$ cat config.mk
export PLATFORM = sky130hd
export DESIGN_NAME = priority_encoder_stream
export DESIGN_NICKNAME = d
export VERILOG_FILES = /design/src/rtl/priority_encoder_stream.sv
export SDC_FILE = /design/constraint.sdc
export NUM_CORES = 1
export LEC_CHECK = 0
export CAP_MARGIN = 20
export CORE_AREA = 5 5 61 63
export DETAILED_ROUTE_END_ITERATION = 8
export DIE_AREA = 0 0 66 68
export PLACE_DENSITY = 0.63
export SKIP_CTS_REPAIR_TIMING = 1
export SYNTH_ARGS = -nofsm -noshare
export SYNTH_HDL_FRONTEND = slang
export SYNTH_SLANG_ARGS = --single-unit
$ cat constraint.sdc
create_clock -name clk -period 5.4 [get_ports clk]
set_input_delay 1.08 -clock clk [delete_from_list [all_inputs] [get_ports clk]]
set_output_delay 1.08 -clock clk [all_outputs]
set_load 0.02 [all_outputs]
$ cat src/rtl/priority_encoder_stream.sv
// priority_encoder_stream
//  Captures an N-bit request bitmap and streams the index of every set bit,
//  one per out_valid/out_ready handshake, in priority order (highest index
//  first unless LSB_FIRST=1).
// Ports:
//  clk, rst            clock, synchronous active-high reset
//  in_valid/in_ready   bitmap handshake; in_vec is the request bitmap
//  out_valid/out_ready index handshake; out_idx is the current index,
//                      out_last marks the final pending bit
//  vec_count           popcount of the last accepted bitmap
//  err_zero            one-cycle pulse after an all-zero bitmap is accepted
module priority_encoder_stream #(
    parameter int unsigned N         = 8,
    parameter int unsigned W         = $clog2(N),
    parameter bit          LSB_FIRST = 1'b0
) (
    input  logic         clk,
    input  logic         rst,
    input  logic         in_valid,
    output logic         in_ready,
    input  logic [N-1:0] in_vec,
    output logic         out_valid,
    input  logic         out_ready,
    output logic [W-1:0] out_idx,
    output logic         out_last,
    output logic [W:0]   vec_count,
    output logic         err_zero
);

    localparam int unsigned CW = W + 1;

    typedef enum logic {
        IDLE = 1'b0,
        EMIT = 1'b1
    } state_t;

    state_t        state_q, state_d;
    logic [N-1:0]  pending_q, pending_d;
    logic [CW-1:0] vec_count_q, vec_count_d;
    logic          err_zero_q, err_zero_d;
    logic [W-1:0]  sel_idx;

    function automatic logic [CW-1:0] popcount(input logic [N-1:0] v);
        logic [CW-1:0] cnt;
        cnt = '0;
        for (int i = 0; i < int'(N); i++) begin
            cnt = cnt + CW'(v[i]);
        end
        return cnt;
    endfunction

    // Priority select: the last match in scan order wins, so scan toward the
    // winning end.
    always_comb begin
        sel_idx = '0;
        if (LSB_FIRST) begin
            for (int i = int'(N) - 1; i >= 0; i--) begin
                if (pending_q[i]) sel_idx = W'(i);
            end
        end else begin
            for (int i = 0; i < int'(N); i++) begin
                if (pending_q[i]) sel_idx = W'(i);
            end
        end
    end

    assign in_ready  = (state_q == IDLE) && !rst;
    assign out_valid = (state_q == EMIT);
    assign out_idx   = sel_idx;
    assign out_last  = (popcount(pending_q) == CW'(1));
    assign vec_count = vec_count_q;
    assign err_zero  = err_zero_q;

    // Next-state logic
    always_comb begin
        state_d     = state_q;
        pending_d   = pending_q;
        vec_count_d = vec_count_q;
        err_zero_d  = 1'b0;
        unique case (state_q)
            IDLE: begin
                if (in_valid) begin
                    pending_d   = in_vec;
                    vec_count_d = popcount(in_vec);
                    if (in_vec != '0) begin
                        state_d = EMIT;
                    end else begin
                        err_zero_d = 1'b1;
                    end
                end
            end
            EMIT: begin
                if (out_ready) begin
                    pending_d = pending_q & ~(N'(1) << sel_idx);
                    if (out_last) state_d = IDLE;
                end
            end
            default: state_d = IDLE;
        endcase
    end

    // State registers; reset wins over any handshake in the same cycle
    always_ff @(posedge clk) begin
        if (rst) begin
            state_q     <= IDLE;
            pending_q   <= '0;
            vec_count_q <= '0;
            err_zero_q  <= 1'b0;
        end else begin
            state_q     <= state_d;
            pending_q   <= pending_d;
            vec_count_q <= vec_count_d;
            err_zero_q  <= err_zero_d;
        end
    end

endmodule

After elaboration in Yosys (flattened, before gate mapping)
Index checks and enable logic that the tools add are counted.
{"block": "op_classes", "shift": 1, "reduce_logical": 6, "muxes": 16, "n_eq_ne": 3, "n_addsub": 14, "bitwise": 4}
{"op": "4-bit by 1-bit adder with 4-bit output", "n": 8}
{"op": "8-bit 2-to-1 mux", "n": 2}
{"op": "8-bit case mux with 2 select lines", "n": 1}
{"op": "3-bit 2-to-1 mux", "n": 5}
{"op": "3-bit by 1-bit adder with 4-bit output", "n": 2}
{"op": "8-bit AND", "n": 1}
{"op": "8-bit inverter", "n": 1}
{"op": "8-bit nonzero test", "n": 1}
{"op": "1-bit by 3-bit left shift with 8-bit output (first input constant)", "n": 1}
{"op": "2-bit by 1-bit adder with 3-bit output", "n": 2}
{"op": "1-bit 2-to-1 mux", "n": 6}
{"op": "1-bit by 1-bit adder with 2-bit output", "n": 2}
{"op": "4-bit by 1-bit == test with 1-bit output (second input constant)", "n": 1}
{"op": "2-bit inequality test (second input constant)", "n": 2}
{"op": "2-bit AND reduction", "n": 2}
{"op": "3-bit OR reduction", "n": 1}
{"op": "2-bit 2-to-1 mux", "n": 1}
{"op": "1-bit inverter", "n": 2}
{"op": "1-bit case mux with 2 select lines", "n": 1}
{"op": "1-bit logical AND", "n": 1}
{"op": "1-bit zero test", "n": 1}
{"block": "totals", "reg_bits": 14, "out_inout_bits": 11, "inputBits": 12}

Logic depth before layout (Yosys ltp)
Gate-level depths: netlist of the first run.
{"block": "logic_depth", "ltp_word": 12, "depth_mapped": 12, "mapped_depth_nobuf": 12}

Worst setup path before layout of the first run
No wires, ideal clock.
{"block": "synth_timing", "kind": "register to output", "from": "register pending_q[1]", "to": "output out_last", "path_buffers": 0, "slack_ns": 1.453, "t_arrival_ns": 2.867, "path_stages_with_launch": 12, "cell_sequence": "dfxtp_1 -> inv_1 -> fa_1 -> fa_1 -> fa_1 -> inv_1 -> ha_1 -> inv_1 -> fa_1 -> nor2b_1 -> a21oi_1 -> nor2_1"}
{"block": "synth_via", "elab_chain_cells": 8}
{"element": "start, declared", "line": "38", "source": "logic [N-1:0] pending_q, pending_d;"}
{"element": "start signal, assigned", "line": "111", "source": "pending_q <= pending_d;"}
{"element": "1-bit by 1-bit adder with 2-bit output", "line": "47", "source": "cnt = cnt + CW'(v[i]);"}
{"element": "2-bit by 1-bit adder with 3-bit output", "line": "47"}
{"element": "3-bit by 1-bit adder with 4-bit output", "line": "47"}
{"element": "4-bit by 1-bit adder with 4-bit output (4 in series)", "line": "47"}
{"element": "4-bit by 1-bit == test with 1-bit output", "line": "70", "source": "assign out_last = (popcount(pending_q) == CW'(1));"}
{"element": "end, declared", "line": "25", "source": "output logic out_last,"}
No other way between the ends.

Worst setup path after layout of the first run
{"block": "layout_timing", "from": "register pending_q[3]", "to": "output out_last"}
{"block": "layout_via", "elab_chain_cells": 6}
{"element": "3-bit by 1-bit adder with 4-bit output", "line": "47"}
{"element": "4-bit by 1-bit adder with 4-bit output (4 in series)", "line": "47"}
{"element": "4-bit by 1-bit == test with 1-bit output", "line": "70"}
No other way between the ends.

==> summary.md, run 1 <==
| Metric | Value |
|---|---|
| Die Span X | `66 µm` |
| Data arrival, critical path | `~3700 ps` |
| Antenna Cells | `0` |
| Number of unique standard cell types used by synthesis | `30` |
| Top cell type's share of synthesized area | `0.267` |
| Gpl congestion | `a little under 0.8` |
| Iter 0 DRT Violations | `46` |
| Later-pin clock latency in the skew report | `280 ps` |
| Number of maximum-capacitance violations | `0` |
| Startpoint kind of the worst setup timing path | `register` |
| Number of synthesized flops with an enable pin | `0` |
| Site row count | `21` |
| Layout fillers | `333` |
| Starting density of the core | `0.330` |
| CTS buffer count | `3` |
| Critical Path RT | `4320 ps` |
| Tot GR Track Use | `0.127` |
| Total power density per cell area | `265 mW/mm²` |
| Top area cells in the synthesized netlist | `dfxtp_1 27%, fa_1 15%, inv_1 8.9%, ha_1 8.4%, a21oi_1 6.2%` |
| Cell with the most instances after synthesis | `inv_1` |
| Antenna viol nets, final | `0` |
| Peak supply drop | `120 µV` |
| Measured slew at the worst slew-check pin | `704 ps` |
| Placeable core region | `0.00318 mm²` |
| Die Footprint | `0.00449 mm²` |
| Status | `finished clean` |
| Antenna violations before repair | `0` |
| CTS H-tree lvls | `1` |
| Y dimension of the die | `68 µm` |
| Category of the worst setup path capture point | `output port` |
| Final WL | `2500 µm` |
| Synthesized area per cell | `8.19 µm²` |
| CTS root buf | `clkbuf_4` |
| Max Fanout on Critical Path | `6` |
| Seq/Total Area, Yosys | `0.267` |
| Synth async-reset ratio | `0` |
| Max-slew headroom | `0.530` |
| Cell count after synthesis | `128` |
| Vias in the first global route | `about 1000` |
| Ratio of cells with drive above 1 in the final layout | `0.0467` |
| Largest net degree at the start of global routing | `17` |
| Setup violations, final | `0` |
| Top-level I/O count | `23` |
| Flip-flop and latch count after synthesis | `14` |
| Wire per inst | `around 13 µm` |
| Largest buffer count on any clock path | `2` |
| Net Count, Synth | `155` |
| Vias post-DR | `942` |
| Final instance count without filler cells | `196` |
| Top flip-flop cell by instance count after synthesis | `dfxtp_1` |
| Final Hold Fails | `0` |
| Input/output buffers | `22` |
| Crit share post-route | `0.889` |
| Clock transition time at the flip-flop clock pins of the worst setup and hold paths | `90 ps` |
| Sinks on the clock net | `14` |
| WHS | `between 400 and 500 ps` |
| Clock tree from TritonCTS | `yes` |
| Post-Route Skew | `5.36 ps` |
| Nets | `178` |
| Category of the critical setup timing path | `register to output port` |
| DRT Pass-1 Iters | `4` |
| Area of the mapped netlist | `0.00105 mm²` |
| Cell leakage power | `0.559 nW` |
| Area added between synthesis and finish | `27.7%` |
| Final max-slew violation count | `0` |
| Cell taking the most area after synthesis | `dfxtp_1` |
| Grt total ovfl | `0` |
| Count of warnings emitted by yosys | `0` |
| Upper clock frequency limit | `208 MHz` |
| # placed instances | `between 150 and 200` |
| Setup Total Neg Slack | `0 ps` |
| Via density per instance | `4.81` |
| First-pass GRT wire length | `4400 µm` |
| Drt drc | `0` |
| Post-DP HPWL | `2070 µm` |
| Min-delay worst type | `register to register` |
| Commonest cells in the synthesized netlist | `25 x inv_1, 14 x dfxtp_1, 13 x a21oi_1` |
| RSZ-0062 raised after global routing | `false` |
| Tmin final | `4800 ps` |
-- final timing paths --
path | from | endpoint | slack [ps] | cells after the start
worst min register to register | vec_count[3] | vec_count[3] | 470 | 2
worst max register to register | pending_q[3] | out_valid | 2180 | 11
worst max-delay path | pending_q[3] | out_last | 600 | 12
worst min-delay path | vec_count[3] | vec_count[3] | 470 | 2
-- metal layers --
layer,global-route usage,vias up,part of all wire
li1,-,471,-
met1,0.151,447,0.45
met2,0.223,22,0.49
met3,0.0361,2,0.057
met4,0.0381,0,0.0052
met5,0,-,0
-- sequential cells by signal (all words and copies together), names as in the netlist --
signal / cells
err_zero: 1
out_valid: 1
pending_q: 8
vec_count: 4
-- where the power goes --
part	internal, mW	switching [mW]	total, mW
Combinational	0.0718	0.0828	0.155
Clock	0.0410	0.0352	0.0762
Sequential	0.112	0.0116	0.124
-- critical path: stages (launching register included) --
cell	delay, ps
dfxtp_1	430
inv_1	80
fa_1	460
fa_1	520
fa_1	410
inv_1	60
ha_1	160
inv_1	50
fa_1	370
nor2b_1	120
a21oi_1	90
nor2_1	90
clkdlybuf4s50_1	610
-- cell type report --
cell class / instances / area [µm²] / share of cell area
clock buffer: 4 / 36.3 / 0.0271
inverter: 26 / 97.6 / 0.0729
multi-input combinational: 84 / 647 / 0.483
sequential: 14 / 280 / 0.209
tap: 46 / 57.6 / 0.0430
timing repair buffer: 22 / 220 / 0.164
-- logic make-up (layout without fill, tap and decap cells) --
group | after synthesis | after routing | share of synthesized area
AND/OR/NAND/NOR | 34 | 34 | 0.148
AO/OA/AOI/OAI | 34 | 34 | 0.224
flip-flops | 14 | 14 | 0.267
adder cells (fa/ha/maj) | 15 | 15 | 0.236
buffers and inverters | 30 | 52 | 0.116
XOR/XNOR | 1 | 1 | 0.00835
-- cell usage in the layout, fill, tap and decap left out --
cell             synthesis  layout
o2111ai_4                1       1
a221oi_1                 1       1
clkbuf_4                 0       3
a31oi_1                  2       2
a211oi_1                 1       1
nor3_1                   2       2
a21oi_1                 13      13
o21ai_0                  3       3
clkdlybuf4s50_1          0      22
ha_1                     7       7
nand4_1                  1       1
o31ai_1                  1       1
fa_1                     8       8
a21boi_0                 1       1
nand3b_1                 1       1
clkbuf_8                 0       1
a21o_1                   2       2
nor2_1                  11      11
xnor2_1                  1       1
or2_4                    1       1
a22oi_1                  3       3
a221o_1                  1       1
nand2_1                 11      11
nand3_1                  3       3
inv_2                    1       1
nor2b_1                  3       3
inv_1                   25      25
dfxtp_1                 14      14
o211ai_1                 5       5
nand2b_1                 1       1
-- through the flow --
step / total power [mW] / worst slack, ps / instance area, µm² / utilization
after floorplan: 0.224 / 1450 / 1050 / -
after global placement: 0.278 / 1000 / 1300 / 0.410
after detailed placement: 0.283 / 895 / 1300 / 0.410
after CTS: 0.361 / 564 / 1340 / 0.421
after global routing: 0.382 / 412 / 1340 / 0.421
final: 0.355 / 599 / 1340 / 0.421
Power figures use the tool's default switching activity.
==> inputs of run 2 (changes only) <==
--- a/config.mk
+++ b/config.mk
@@ -9,7 +9,7 @@
 export CORE_AREA = 5 5 61 63
 export DETAILED_ROUTE_END_ITERATION = 8
 export DIE_AREA = 0 0 66 68
-export PLACE_DENSITY = 0.63
+export PLACE_DENSITY = 0.65
 export SKIP_CTS_REPAIR_TIMING = 1
 export SYNTH_ARGS = -nofsm -noshare
 export SYNTH_HDL_FRONTEND = slang
==> constraint.sdc (replaced) <==
create_clock -name clk -period 4.4 [get_ports clk]
set_input_delay 0.88 -clock clk [delete_from_list [all_inputs] [get_ports clk]]
set_output_delay 0.88 -clock clk [all_outputs]
set_load 0.02 [all_outputs]
==> summary.md, run 2 (synthesis results as in run 1) <==
| Metric | Value |
|---|---|
| Top-level I/O count | `23` |
| Final instance count without filler cells | `196` |
| Setup Total Neg Slack | `0 ps` |
| Later-pin clock latency in the skew report | `290 ps` |
| CTS root buf | `clkbuf_4` |
| DRT Pass-1 Iters | `4` |
| Number of maximum-capacitance violations | `0` |
| Die Span X | `66 µm` |
| Post-DP HPWL | `2070 µm` |
| Category of the worst setup path capture point | `output port` |
| Layout fillers | `336` |
| Grt total ovfl | `0` |
| Starting density of the core | `0.330` |
| Antenna viol nets, final | `0` |
| Critical Path RT | `3520 ps` |
| Most used cell along the critical path | `fa_1` |
| Data arrival, critical path | `3300 ps` |
| Area added between synthesis and finish | `28.3%` |
| First-pass GRT wire length | `4440 µm` |
| Iter 0 DRT Violations | `42` |
| Tot GR Track Use | `0.129` |
| Via density per instance | `approximately 5.0` |
| Total power density per cell area | `between 300 and 400 mW/mm²` |
| Most common cell after layout, fill and taps aside | `inv_1` |
| Commonest cells after routing, fill and taps aside | `25 x inv_1, 21 x clkdlybuf4s50_1, 13 x a21oi_1` |
| Setup violations, final | `0` |
| Status | `finished clean` |
| Drt drc | `0` |
| Ratio of cells with drive above 1 in the final layout | `0.0667` |
| Measured slew at the worst slew-check pin | `691 ps` |
| Startpoint kind of the worst setup timing path | `register` |
| Tmin final | `4180 ps` |
| Crit share post-route | `0.951` |
| Input/output buffers | `22` |
| Largest stage delay on the critical path | `520 ps` |
| Flip-flop count of the largest register after layout | `8` |
| Placeable core region | `0.00318 mm²` |
| Category of the critical setup timing path | `register to output port` |
| Max-slew headroom | `0.538` |
| Antenna Cells | `0` |
| Peak supply drop | `161 µV` |
| Final max-slew violation count | `0` |
| # placed instances | `192` |
| Crit path setup slack, layout | `between 200 and 250 ps` |
| Die Footprint | `0.00449 mm²` |
| CTS buffer count | `3` |
| Vias in the first global route | `984` |
| Fin util | `0.423` |
| Antenna violations before repair | `0` |
| Cell leakage power | `0.573 nW` |
| Clock transition time at the flip-flop clock pins of the worst setup and hold paths | `90 ps` |
| Site row count | `21` |
| Nets | `178` |
| Post-Route Skew | `8.56 ps` |
| Cell at the slowest stage of the critical path | `fa_1` |
| Sinks on the clock net | `14` |
| Critical-path cell list | `inv_1 -> fa_1 -> fa_1 -> fa_1 -> inv_1 -> ha_1 -> inv_1 -> fa_1 -> nor2b_1 -> a21oi_1 -> nor2_1 -> dlymetal6s2s_1` |
| Worst slack after detailed placement | `104 ps` |
| Largest buffer count on any clock path | `2` |
| Gpl congestion | `around 0.8` |
| Final WL | `2580 µm` |
| RSZ-0062 raised after global routing | `false` |
| Y dimension of the die | `roughly 68 µm` |
| Upper clock frequency limit | `239 MHz` |
| Max Fanout on Critical Path | `6` |
| CTS H-tree lvls | `1` |
| Clock tree from TritonCTS | `yes` |
| Largest net degree at the start of global routing | `17` |
| Min-delay worst type | `register to register` |
| Vias post-DR | `973` |
| Final Hold Fails | `0` |
| Biggest register | `pending_q` |
| Wire per inst | `13.1 µm` |
## run 2: cell types whose count changed in the layout (fill, tap and decap cells not counted)
cell,delta
dfxtp_1,-3
dfxtp_2,+3
dlymetal6s2s_1,+1
clkdlybuf4s50_1,-1
## run 2: final timing paths
path / from / end / slack [ps] / depth (start not counted)
max: pending_q[3] / out_last / 220 / 12
min: vec_count[3] / vec_count[3] / 460 / 2
max reg2reg: pending_q[3] / out_valid / 1220 / 11
min reg2reg: vec_count[3] / vec_count[3] / 460 / 2
## run 2: layout make-up
cell class	count	area [µm²]	area share
multi-input cells	84	647	0.481
inverters	26	97.6	0.0726
flip-flops and latches	14	284	0.211
well taps	46	57.6	0.0428
clock buffers	4	36.3	0.0270
repair buffers	22	223	0.166
## run 2: through the flow
step | hold slack (ps) | instance area [µm²] | power (mW)
floorplan | 473 | 1050 | 0.275
global placement | 446 | 1300 | 0.341
detailed placement | 448 | 1300 | 0.349
CTS | 463 | 1340 | 0.446
global route | 483 | 1350 | 0.480
finish | 459 | 1350 | 0.439
## run 2: layer usage
layer	track usage	share of wire
met1	0.161	0.45
met3	0.0296	0.049
met4	0.0457	0.010
met5	0	0
met2	0.219	0.49
## run 2: critical path, delay by kind of cell (launching register included)
kind,cells,cell delay [ps]
compound gates,1,150
simple gates,2,190
buf+inv,4,390
flops,1,390
fa+ha+maj,5,1890
## run 2: where the power goes
part | internal [mW] | leakage (nW) | switching [mW]
registers | 0.138 | 0.116 | 0.0145
logic | 0.0876 | 0.436 | 0.104
clock network | 0.0505 | 0.0210 | 0.0446
==> inputs of run 3 (changes only) <==
--- a/config.mk
+++ b/config.mk
@@ -9,7 +9,7 @@
 export CORE_AREA = 5 5 61 63
 export DETAILED_ROUTE_END_ITERATION = 8
 export DIE_AREA = 0 0 66 68
-export PLACE_DENSITY = 0.65
+export PLACE_DENSITY = 0.63
 export SKIP_CTS_REPAIR_TIMING = 1
 export SYNTH_ARGS = -nofsm -noshare
 export SYNTH_HDL_FRONTEND = slang
==> constraint.sdc (replaced) <==
create_clock -name clk -period 4.76 [get_ports clk]
set_input_delay 0.952 -clock clk [delete_from_list [all_inputs] [get_ports clk]]
set_output_delay 0.952 -clock clk [all_outputs]
set_load 0.02 [all_outputs]
==> summary.md, run 3 (synthesis results as in run 1) <==
| Metric | Value |
|---|---|
| Wire per inst | `12.9 µm` |
| Min-delay worst type | `register to register` |
| Sinks on the clock net | `14` |
| Most used cell along the critical path | `fa_1` |
| Depth of the worst register-to-register path | `11` |
| Clock tree from TritonCTS | `yes` |
| Startpoint kind of the worst setup timing path | `register` |
| Largest buffer count on any clock path | `2` |
| CTS buffer count | `3` |
| Cell at the slowest stage of the critical path | `fa_1` |
| Hold Path Depth | `2` |
| Placeable core region | `0.00318 mm²` |
| CTS H-tree lvls | `1` |
| Final Hold Fails | `0` |
| Drt drc | `0` |
| Input/output buffers | `22` |
| Top-level I/O count | `23` |
| Largest stage delay on the critical path | `520 ps` |
| Vias in the first global route | `between 900 and 1000` |
| Data arrival, critical path | `3340 ps` |
| Upper clock frequency limit | `233 MHz` |
| Final WL | `2530 µm` |
| RSZ-0062 raised after global routing | `false` |
| Measured slew at the worst slew-check pin | `650 ps` |
| Cell leakage power | `0.572 nW` |
| Max Fanout on Critical Path | `5` |
| First-pass GRT wire length | `4530 µm` |
| Grt total ovfl | `0` |
| Biggest register | `pending_q` |
| Setup violations, final | `0` |
| Post-DP HPWL | `2090 µm` |
| Starting density of the core | `0.330` |
| Post-Layout Inst Area | `0.00134 mm²` |
| Commonest cells after routing, fill and taps aside | `25 x inv_1, 21 x clkdlybuf4s50_1, 13 x a21oi_1, 13 x dfxtp_1` |
| Critical-path cell list | `inv_1 -> fa_1 -> fa_1 -> fa_1 -> inv_1 -> ha_1 -> inv_1 -> fa_1 -> nor2b_1 -> a21oi_1 -> nor2_1 -> dlymetal6s2s_1` |
| Number of maximum-capacitance violations | `0` |
| CTS root buf | `clkbuf_4` |
| Final max-slew violation count | `0` |
| Most common cell after layout, fill and taps aside | `inv_1` |
| Tmin final | `4290 ps` |
| Y dimension of the die | `~68 µm` |
| Antenna viol nets, final | `0` |
| DRT Pass-1 Iters | `4` |
| Flip-flop count of the largest register after layout | `8` |
| Later-pin clock latency in the skew report | `290 ps` |
| Category of the worst setup path capture point | `output port` |
| Largest net degree at the start of global routing | `17` |
| Nets | `178` |
| Clock transition time at the flip-flop clock pins of the worst setup and hold paths | `80 ps` |
| Die Footprint | `0.00449 mm²` |
| Area added between synthesis and finish | `28.0%` |
| Layout fillers | `339` |
| Iter 0 DRT Violations | `37` |
| Total power density per cell area | `300 mW/mm²` |
| Ratio of cells with drive above 1 in the final layout | `0.0533` |
| Post-Route Skew | `12.9 ps` |
| Antenna violations before repair | `0` |
| Die Span X | `66 µm` |
| Gpl congestion | `0.772` |
| Peak supply drop | `160 µV` |
| Category of the critical setup timing path | `register to output port` |
| Tot GR Track Use | `0.131` |
| Crit share post-route | `0.902` |
| Max-slew headroom | `0.566` |
| Via density per instance | `between 4 and 5` |
| Critical Path RT | `3810 ps` |
| Setup Total Neg Slack | `0 ps` |
| Status | `finished clean` |
| Site row count | `21` |
| Vias post-DR | `950` |
| Antenna Cells | `0` |
| Area after detailed placement | `0.00130 mm²` |
==> run 3: cell types whose count changed in the layout (fill, tap and decap cells not counted) <==
| cell | before | now |
|---|---|---|
| dfxtp_2 | 3 | 1 |
| dfxtp_1 | 11 | 13 |
==> run 3: layout make-up <==
cell class                 count  area [µm²]  share of cell area
sequential                    14         282               0.210
multi-input combinational     84         647               0.482
timing repair buffer          22         223               0.166
tap                           46        57.6              0.0429
inverter                      26        97.6              0.0727
clock buffer                   4        36.3              0.0270
==> run 3: final timing paths <==
| path | start | to | slack [ps] |
|---|---|---|---|
| worst max register to register | pending_q[1] | out_valid | 1570 |
| worst max-delay path | pending_q[1] | out_last | 470 |
| worst min-delay path | vec_count[2] | vec_count[2] | 470 |
| worst min register to register | vec_count[2] | vec_count[2] | 470 |
==> run 3: per-stage QoR <==
step | total power [mW] | std cells | hold slack, ps | worst slack [ps] | util
after floorplan | 0.254 | 128 | 473 | 941 | -
after global placement | 0.315 | 192 | 444 | 492 | 0.410
after detailed placement | 0.322 | 192 | 452 | 402 | 0.410
after CTS | 0.409 | 196 | 467 | 68.5 | 0.421
after global routing | 0.438 | 196 | 495 | 221 | 0.422
final | 0.403 | 196 | 466 | 469 | 0.422
==> run 3: report_power, final <==
part	leakage, nW	switching (mW)	internal (mW)
Clock	0.0210	0.0409	0.0466
Sequential	0.115	0.0136	0.128
Combinational	0.436	0.0942	0.0805
==> run 3: metal layers <==
metal	up-vias	track usage	wire [µm]
met1	456	0.157	1150
met3	4	0.0411	117
met2	24	0.225	1230
met5	-	0	0
met4	0	0.0381	31
li1	466	-	-
==> run 3: worst max-delay path, delay by kind of cell (launching register included) <==
family | cells | cell delay (ps)
and+or+nand+nor | 2 | 190
adders and majority gates | 5 | 1930
AOI/OAI and AO/OA | 1 | 150
DFF | 1 | 400
buffers and inverters | 4 | 390
